**config.mk**
```make
export PLATFORM = sky130hd
export DESIGN_NAME = seq_comparator
export DESIGN_NICKNAME = d
export VERILOG_FILES = /design/src/rtl/cmp_pkg.sv /design/src/rtl/chunk_cmp.sv /design/src/rtl/seq_comparator.sv
export SDC_FILE = /design/constraint.sdc
export NUM_CORES = 1
export LEC_CHECK = 0
export ABC_CLOCK_PERIOD_IN_PS = 4680
export CAP_MARGIN = 5
export CORE_ASPECT_RATIO = 1.5
export CORE_MARGIN = 4
export CORE_UTILIZATION = 54
export CTS_CLUSTER_DIAMETER = 200
export CTS_CLUSTER_SIZE = 25
export DETAILED_ROUTE_END_ITERATION = 12
export PLACE_DENSITY_LB_ADDON = 0.2
export SLEW_MARGIN = 20
export SYNTH_ARGS = -nofsm -noshare
export SYNTH_HDL_FRONTEND = slang
export SYNTH_SLANG_ARGS = --single-unit
```
**constraint.sdc**
```tcl
create_clock -name clk -period 4.68 [get_ports clk]
set_clock_uncertainty 0.15 [all_clocks]
set_input_delay 0.936 -clock clk [delete_from_list [all_inputs] [get_ports clk]]
set_output_delay 0.936 -clock clk [all_outputs]
set_load 0.02 [all_outputs]
```
**src/rtl/cmp_pkg.sv**
```systemverilog
`default_nettype none
// ============================================================================
// Module      : cmp_pkg
// Description : Shared types for the sequential magnitude comparator.
// Revision    : 1.0 - initial release
// ============================================================================
package cmp_pkg;

    typedef enum logic [1:0] {
        IDLE = 2'd0,
        CMP  = 2'd1,
        DONE = 2'd2
    } state_t;

    typedef struct packed {
        logic gt;
        logic lt;
        logic eq;
    } result_t;

    localparam result_t RES_GT   = 3'b100;
    localparam result_t RES_LT   = 3'b010;
    localparam result_t RES_EQ   = 3'b001;
    localparam result_t RES_NONE = 3'b000;

endpackage

`default_nettype wire

```
**src/rtl/chunk_cmp.sv**
```systemverilog
`default_nettype none
// ============================================================================
// Module      : chunk_cmp
// Description : Combinational CHUNK-wide unsigned compare with optional MSB flip.
// Revision    : 1.0 - initial release
// ============================================================================
module chunk_cmp #(
    parameter int CHUNK = 4
) (
    input  logic [CHUNK-1:0] chunk_a,
    input  logic [CHUNK-1:0] chunk_b,
    input  logic             invert_msb,
    output logic             gt,
    output logic             lt,
    output logic             eq
);

    logic [CHUNK-1:0] w_mask;
    logic [CHUNK-1:0] w_a;
    logic [CHUNK-1:0] w_b;

    // Flipping the sign bit maps two's-complement order onto unsigned order.
    always_comb begin
        w_mask            = '0;
        w_mask[CHUNK-1]   = invert_msb;
    end

    assign w_a = chunk_a ^ w_mask;
    assign w_b = chunk_b ^ w_mask;

    assign gt = (w_a > w_b);
    assign lt = (w_a < w_b);
    assign eq = (w_a == w_b);

endmodule

`default_nettype wire

```
**src/rtl/seq_comparator.sv**
```systemverilog
`default_nettype none
// ============================================================================
// Module      : seq_comparator
// Description : Handshaked magnitude comparator walking CHUNK bits per cycle
//               from the MSB chunk, stopping at the first difference.
// Revision    : 1.0 - initial release
// ============================================================================
module seq_comparator
    import cmp_pkg::*;
#(
    parameter int WIDTH = 16,
    parameter int CHUNK = 4
) (
    input  logic             clk,
    input  logic             rst,
    input  logic             in_valid,
    output logic             in_ready,
    input  logic [WIDTH-1:0] a,
    input  logic [WIDTH-1:0] b,
    input  logic             signed_mode,
    output logic             out_valid,
    input  logic             out_ready,
    output logic             gt,
    output logic             lt,
    output logic             eq
);

    localparam int NUM_CHUNKS = WIDTH / CHUNK;
    localparam int IDX_W      = (NUM_CHUNKS > 1) ? $clog2(NUM_CHUNKS) : 1;
    localparam int C_SLOTS    = 1 << IDX_W;
    localparam logic [IDX_W-1:0] c_last_idx = IDX_W'(NUM_CHUNKS - 1);

    if (CHUNK < 1 || CHUNK > WIDTH || (WIDTH % CHUNK) != 0) begin : g_param_check
        $error("seq_comparator: WIDTH must be a multiple of CHUNK and 1 <= CHUNK <= WIDTH");
    end

    state_t           r_state;
    logic [WIDTH-1:0] r_a;
    logic [WIDTH-1:0] r_b;
    logic             r_signed;
    logic [IDX_W-1:0] r_idx;
    result_t          r_res;
    logic             r_out_valid;

    logic [CHUNK-1:0] w_slots_a [C_SLOTS];
    logic [CHUNK-1:0] w_slots_b [C_SLOTS];
    logic [CHUNK-1:0] w_chunk_a;
    logic [CHUNK-1:0] w_chunk_b;
    logic             w_invert_msb;
    logic             w_gt;
    logic             w_lt;
    logic             w_eq;

    // Index space padded to a power of two so the mux select needs no range guard.
    for (genvar i = 0; i < C_SLOTS; i++) begin : g_split
        if (i < NUM_CHUNKS) begin : g_real
            assign w_slots_a[i] = r_a[i*CHUNK +: CHUNK];
            assign w_slots_b[i] = r_b[i*CHUNK +: CHUNK];
        end else begin : g_pad
            assign w_slots_a[i] = '0;
            assign w_slots_b[i] = '0;
        end
    end

    assign w_chunk_a    = w_slots_a[r_idx];
    assign w_chunk_b    = w_slots_b[r_idx];
    assign w_invert_msb = r_signed && (r_idx == c_last_idx);

    chunk_cmp #(
        .CHUNK (CHUNK)
    ) u_chunk_cmp (
        .chunk_a    (w_chunk_a),
        .chunk_b    (w_chunk_b),
        .invert_msb (w_invert_msb),
        .gt         (w_gt),
        .lt         (w_lt),
        .eq         (w_eq)
    );

    always_ff @(posedge clk) begin
        if (rst) begin
            r_state     <= IDLE;
            r_a         <= '0;
            r_b         <= '0;
            r_signed    <= 1'b0;
            r_idx       <= c_last_idx;
            r_res       <= RES_NONE;
            r_out_valid <= 1'b0;
        end else begin
            case (r_state)
                IDLE: begin
                    if (in_valid) begin
                        r_a      <= a;
                        r_b      <= b;
                        r_signed <= signed_mode;
                        r_idx    <= c_last_idx;
                        r_state  <= CMP;
                    end
                end
                CMP: begin
                    if (!w_eq) begin
                        r_res       <= w_gt ? RES_GT : RES_LT;
                        r_out_valid <= 1'b1;
                        r_state     <= DONE;
                    end else if (r_idx == '0) begin
                        r_res       <= RES_EQ;
                        r_out_valid <= 1'b1;
                        r_state     <= DONE;
                    end else begin
                        r_idx <= r_idx - 1'b1;
                    end
                end
                DONE: begin
                    if (out_ready) begin
                        r_res       <= RES_NONE;
                        r_out_valid <= 1'b0;
                        r_state     <= IDLE;
                    end
                end
                default: begin
                    r_res       <= RES_NONE;
                    r_out_valid <= 1'b0;
                    r_state     <= IDLE;
                end
            endcase
        end
    end

    assign in_ready  = (r_state == IDLE);
    assign out_valid = r_out_valid;
    assign gt        = r_res.gt;
    assign lt        = r_res.lt;
    assign eq        = r_res.eq;

endmodule

`default_nettype wire

```
==> metrics, run 1 <==
Static Leak=about 0.94 nW; sequential share of the synthesized area=0.423; Remaining DRCs=0; Placed Area=~0.0023 sq mm; worst min-delay path class=reg -> reg; Root Driver=clkbuf_8; leading cell types in the layout, fill and taps excluded=nand2_1 (72), dfxtp_1 (41), clkdlybuf4s50_1 (40), a21oi_1 (30); fillers=328; Resized cells post-CTS=0; Global Route Usage Sum=0.183; area delta synth->final=21.5%; Max Transition Viols Final=0; initial antenna violation count=0; Pre-antenna DRT Iters=4; Final ANT Viol Nets=0; area share of fa/ha/maj cells after synthesis=0.0387; post-synthesis simple-gate area fraction=0.188; Reg-to-Reg Start=r_idx[0]$_SDFFE_PP1P_; die area=0.00464 sq mm; Routed WL=3850 um; PwrDens=roughly 350 mW/mm^2; footprint of the multi-input gates=~960 sq um; register area=821 sq um; FFs w/ async S/R, synth=0; Mapped Area=just under 0.002 sq mm; Die Width=57.0 um; r2r worst-path depth=7; Max Cap Viol=0; Main synth FF type=dfxtp_1; # hold bufs at CTS=0; crit share post-route=0.606; main combinational cell family by area after synthesis=simple AND/OR/NAND/NOR gates; crit path kind=reg -> reg; Final WS setup=1840 ps; row count=26; Post-CTS Setup Repair Bufs=0; Final Hold Vio Count=0; Num CTS Buffers=5; number of synthesized flops with an enable pin=0; ant diodes=0; Detailed Place HPWL=~2800 um; H-tree Lvls=2; share of cells above drive strength 1=0.0920; Least-Margin Pin Slew=slightly below 600 ps; Post-Synthesis Cells=217; Post-Route Setup TNS=0 ps; synth unique cells=29; CP Data Required Time=4740 ps; Worst Setup SP=r_idx[0]$_SDFFE_PP1P_; Clock Pin Slew Worst Setup and Hold Paths=around 60 ps; status=completed; worst-path cell chain=mux4_1 > xor2_1 > ha_1 > nand4_2 > nor3_2 > nor4_1 > a31oi_1; nets@finish=a little under 300; Synth Area per Inst=around 8.9 sq um; largest net degree at the start of global routing=36; worst-path fanout max=12; peak supply drop=between 0.2 and 0.25 mV; IO Pins=42; min Tclk post-route=2840 ps; clock buffer depth=2; Starting Density=0.563; post-DR wirelength/cell=roughly 13 um; post-layout power=just over 800 uW; RePlAce Congestion=about 0.80; FF-to-FF End=r_idx[0]$_SDFFE_PP1P_; syn_nets=260; total grt overflow=0; CP startpoint kind=flip-flop; Core ar.=roughly 0.0034 sq mm; CP peak stage delay=~700 ps; flop2flop setup slack=1840 ps; Yosys reg bits=approximately 40; Compound-Gate Fraction of Synth Area=0.153; Critical Path Sink=r_idx[0]$_SDFFE_PP1P_; die height=about 80 um; vias=1,547; CTS tree=built; relative slew slack=0.608; vias in the first global route=roughly 1,500; Worst setup EP type=flip-flop; Clock Latency Late Sink=~290 ps; final setup violation count=0; Yosys warning count=0; critical path's slowest cell=dfxtp_1; RSZ-0062 raised after global routing=no; design area=between 0.002 and 0.0025 sq mm; iteration-0 DRC count of the detailed router=40; critical path data arrival time=2900 ps; most common cell after layout, fill and taps aside=nand2_1; pre-CTS WS=between 1500 and 2000 ps; first-pass GRT wire length=between 6000 and 7000 um; post-DR vias/cell=approximately 5.3; IO buf count=41; CTS Sinks=41; mux share of post-synthesis cell area=0.106; Fmax achieved=between 300 and 400 MHz; Synth Area in XOR/XNOR=0.00902
cell families after synthesis:
family	count (synthesis)
xor gates and xnor gates	2
muxes	8
DFF	41
AOI/OAI and AO/OA	49
adders and majority gates	6
buffers and inverters	24
and+or+nand+nor	87
synthesized netlist by cell type, types with 2 or more instances:
master	instances	area, sq um
nor2_1	4	15.0
o21ai_0	4	20.0
ha_1	6	75.1
inv_1	9	33.8
mux4_1	7	184
nor4_1	2	12.5
a31oi_1	2	12.5
nor3_1	2	10.0
dfxtp_1	41	821
buf_2	7	35.0
a21oi_2	9	78.8
buf_8	4	60.1
clkbuf_1	2	7.51
nand2_1	73	274
a21oi_1	30	150
buf_6	2	22.5
stage by stage:
step,hold slack (ps),util,instances
after global placement,288,0.663,286
after detailed placement,296,0.663,286
after CTS,305,0.685,292
after global routing,330,0.684,292
after floorplan,282,-,217
final,301,0.684,292
registers in the layout (all words and copies together), names as in the netlist:
signal	cells
gt	1
lt	1
out_valid	1
eq	1
r_b	16
r_a	16
r_signed	1
r_idx	2
r_state	2
power breakdown:
part	switching [mW]	internal (mW)	leakage, nW	total, mW
registers	0.0223	0.381	0.336	0.403
clock network	0.111	0.0981	0.0399	0.210
logic	0.106	0.0953	0.564	0.201
routing by layer:
metal | up-vias | part of all wire | routed length, um | track usage
li1 | 803 | - | - | -
met1 | 710 | 0.44 | 1680 | 0.224
met2 | 29 | 0.51 | 1960 | 0.315
met3 | 5 | 0.040 | 155 | 0.0440
met4 | 0 | 0.014 | 54 | 0.0626
met5 | - | 0 | 0 | 0
worst max-delay path, delay by kind of cell, from the launching register on:
family          cells  cell delay [ps]
simple gates        3              620
xor+xnor            1              170
compound gates      1              150
fa+ha+maj           1              330
mux                 1              660
flops               1              690
cell type report:
type / instances / area share
repair buffers: 42 / 0.175
clock inverters: 1 / 0.00212
well taps: 42 / 0.0223
flip-flops and latches: 41 / 0.348
multi-input cells: 152 / 0.409
clock buffers: 5 / 0.0292
inverters: 9 / 0.0143
worst min-delay path by stage:
| stage | cells past startpoint | to | start |
|---|---|---|---|
| floorplan | 2 | r_b[7]$_SDFFE_PP0P_ | r_b[7]$_SDFFE_PP0P_ |
| global placement | 2 | r_b[12]$_SDFFE_PP0P_ | r_b[12]$_SDFFE_PP0P_ |
| detailed placement | 2 | r_a[1]$_SDFFE_PP0P_ | r_a[1]$_SDFFE_PP0P_ |
| CTS | 2 | r_a[1]$_SDFFE_PP0P_ | r_a[1]$_SDFFE_PP0P_ |
| global route | 2 | r_b[2]$_SDFFE_PP0P_ | r_b[2]$_SDFFE_PP0P_ |
| finish | 2 | r_a[1]$_SDFFE_PP0P_ | r_a[1]$_SDFFE_PP0P_ |
No activity file was read; power rests on OpenSTA's default activity.
==> run 2: changes to the inputs <==
--- a/config.mk
+++ b/config.mk
@@ -5,11 +5,11 @@
 export SDC_FILE = /design/constraint.sdc
 export NUM_CORES = 1
 export LEC_CHECK = 0
-export ABC_CLOCK_PERIOD_IN_PS = 4680
+export ABC_CLOCK_PERIOD_IN_PS = 2800
 export CAP_MARGIN = 5
 export CORE_ASPECT_RATIO = 1.5
 export CORE_MARGIN = 4
-export CORE_UTILIZATION = 54
+export CORE_UTILIZATION = 50
 export CTS_CLUSTER_DIAMETER = 200
 export CTS_CLUSTER_SIZE = 25
 export DETAILED_ROUTE_END_ITERATION = 12
==> constraint.sdc (replaced) <==
create_clock -name clk -period 2.8 [get_ports clk]
set_clock_uncertainty 0.15 [all_clocks]
set_input_delay 0.56 -clock clk [delete_from_list [all_inputs] [get_ports clk]]
set_output_delay 0.56 -clock clk [all_outputs]
set_load 0.02 [all_outputs]
==> run 2 against run 1 <==
Power grew 71%. Worst hold slack gained 4.1 ps. Sequential power grew 67%. Sequential share of layout area shrank 0.67 points. Critical path depth is the same. Core utilization shrank 3.7 points. Non-clock buffer count grew 3. Register-to-register slack lost 1700 ps. Global-route usage shrank 1.5 points. Die area grew 7.0%. Final area grew 2.0%. Largest power group unchanged.
==> metrics, run 2 (synthesized netlist as in run 1, its figures left out) <==
status=completed; Max Cap Viol=0; met2 usage=0.290; Clock Pin Slew Worst Setup and Hold Paths=80 ps; Num CTS Buffers=5; Critical path buffers and inverters=0; Global Route Usage Sum=0.168; Detailed Place HPWL=roughly 2900 um; min Tclk post-route=about 2600 ps; met3 Use GR=0.0431; CTS tree=built; post-DR vias/cell=~5.3; Static Leak=approximately 0.96 nW; Post-Route Setup TNS=0 ps; area delta synth->final=23.8%; Final ANT Viol Nets=0; post-DR wirelength/cell=between 10 and 15 um; critical path data arrival time=around 2700 ps; worst min-delay path class=reg -> reg; Post-Layout Cell Count=~300; Starting Density=0.523; relative slew slack=0.712; CP delay by family, top=multiplexers; ant diodes=0; largest net degree at the start of global routing=36; crit share post-route=0.940; H-tree Lvls=2; top flop regs=r_a x16, r_b x16; Worst setup EP type=flip-flop; placed insts=290; most common cell after layout, fill and taps aside=nand2_1; die area=slightly below 0.005 sq mm; # hold bufs at CTS=0; Pre-antenna DRT Iters=4; Core ar.=approximately 0.0037 sq mm; nets@finish=297; final core occ=0.647; Max Transition Viols Final=0; IO Pins=42; peak supply drop=~0.50 mV; initial antenna violation count=0; Fmax achieved=about 380 MHz; Routed WL=slightly below 4000 um; die height=84.3 um; final setup violation count=0; share of cells above drive strength 1=0.106; critical path's slowest cell=mux4_1; RePlAce Congestion=between 0.7 and 0.8; vias in the first global route=between 1,000 and 1,500; fillers=331; CP Data Required Time=between 2000 and 3000 ps; routing usage on met1=0.192; crit path kind=reg -> reg; CTS Sinks=41; Root Driver=clkbuf_8; iteration-0 DRC count of the detailed router=30; footprint of the multi-input gates=970 sq um; IO buf count=around 40; PwrDens=between 500 and 600 mW/mm^2; Die Width=58.9 um; Remaining DRCs=0; leading cell types in the layout, fill and taps excluded=nand2_1 (73), dfxtp_1 (41), clkdlybuf4s50_1 (41), a21oi_1 (30); first-pass GRT wire length=6430 um; vias=~1,600; GRT Max-Usage Layer=met2; smallest hold slack=305 ps; total grt overflow=0; clock buffer depth=2; Least-Margin Pin Slew=431 ps; Final Hold Vio Count=0; register area=approximately 820 sq um; Post-CTS Setup Repair Bufs=0; RSZ-0062 raised after global routing=no; worst-path cell chain=mux4_1 > xor2_1 > ha_1 > nand4_2 > nor3_2 > nor4_1 > a31oi_1; CP peak stage delay=around 620 ps; CP startpoint kind=flip-flop; worst-path fanout max=7; row count=27; Clock Latency Late Sink=between 200 and 300 ps
-- run 2: cell types whose count changed in the layout (fill, tap and decap cells not counted), sizes merged --
| cell | delta |
|---|---|
| clkdlybuf4s50 | +1 |
| clkinvlp | +1 |
| clkinv | +1 |
| buf | +2 |
-- run 2: cell type report --
cell class / count / share of cell area
inverter: 9 / 0.0140
clock buffer: 5 / 0.0286
multi-input combinational: 152 / 0.403
timing repair buffer: 45 / 0.183
clock inverter: 3 / 0.00728
tap: 43 / 0.0224
sequential: 41 / 0.341
-- run 2: path summary, 6_finish.rpt --
kind                          from  slack, ps               endpoint  depth (start not counted)
max reg2reg  r_idx[0]$_SDFFE_PP1P_        170  r_idx[0]$_SDFFE_PP1P_                          7
min reg2reg    r_b[9]$_SDFFE_PP0P_        310    r_b[9]$_SDFFE_PP0P_                          2
max          r_idx[0]$_SDFFE_PP1P_        170  r_idx[0]$_SDFFE_PP1P_                          7
min            r_b[9]$_SDFFE_PP0P_        310    r_b[9]$_SDFFE_PP0P_                          2
-- run 2: routing by layer --
layer,vias up,share of wire
met5,-,0
met4,0,0.016
met3,6,0.040
met2,28,0.51
met1,738,0.43
li1,809,-
-- run 2: repair_timing --
item | in CTS | in global routing
setup endpoints to repair | 0 | 1
resized for setup | 0 | 1
hold endpoints to repair | 0 | 0
-- run 2: through the flow --
| stage | cell area (sq um) | worst slack [ps] | power [mW] |
|---|---|---|---|
| floorplan | 1940 | 490 | 0.936 |
| detailed placement | 2310 | 183 | 1.03 |
| CTS | 2400 | 162 | 1.40 |
| finish | 2400 | 167 | 1.39 |
| global route | 2400 | 15.3 | 1.47 |
| global placement | 2310 | 322 | 1.02 |
-- run 2: tightest hold or removal path, cell delays in order, from the launching register on --
cell and delay (ps):
dfxtp_1 310, nand2_1 50, a21oi_1 50
-- run 2: report_power, final --
part | internal [mW] | switching (mW)
sequential | 0.637 | 0.0377
clock | 0.172 | 0.202
combinational | 0.166 | 0.178
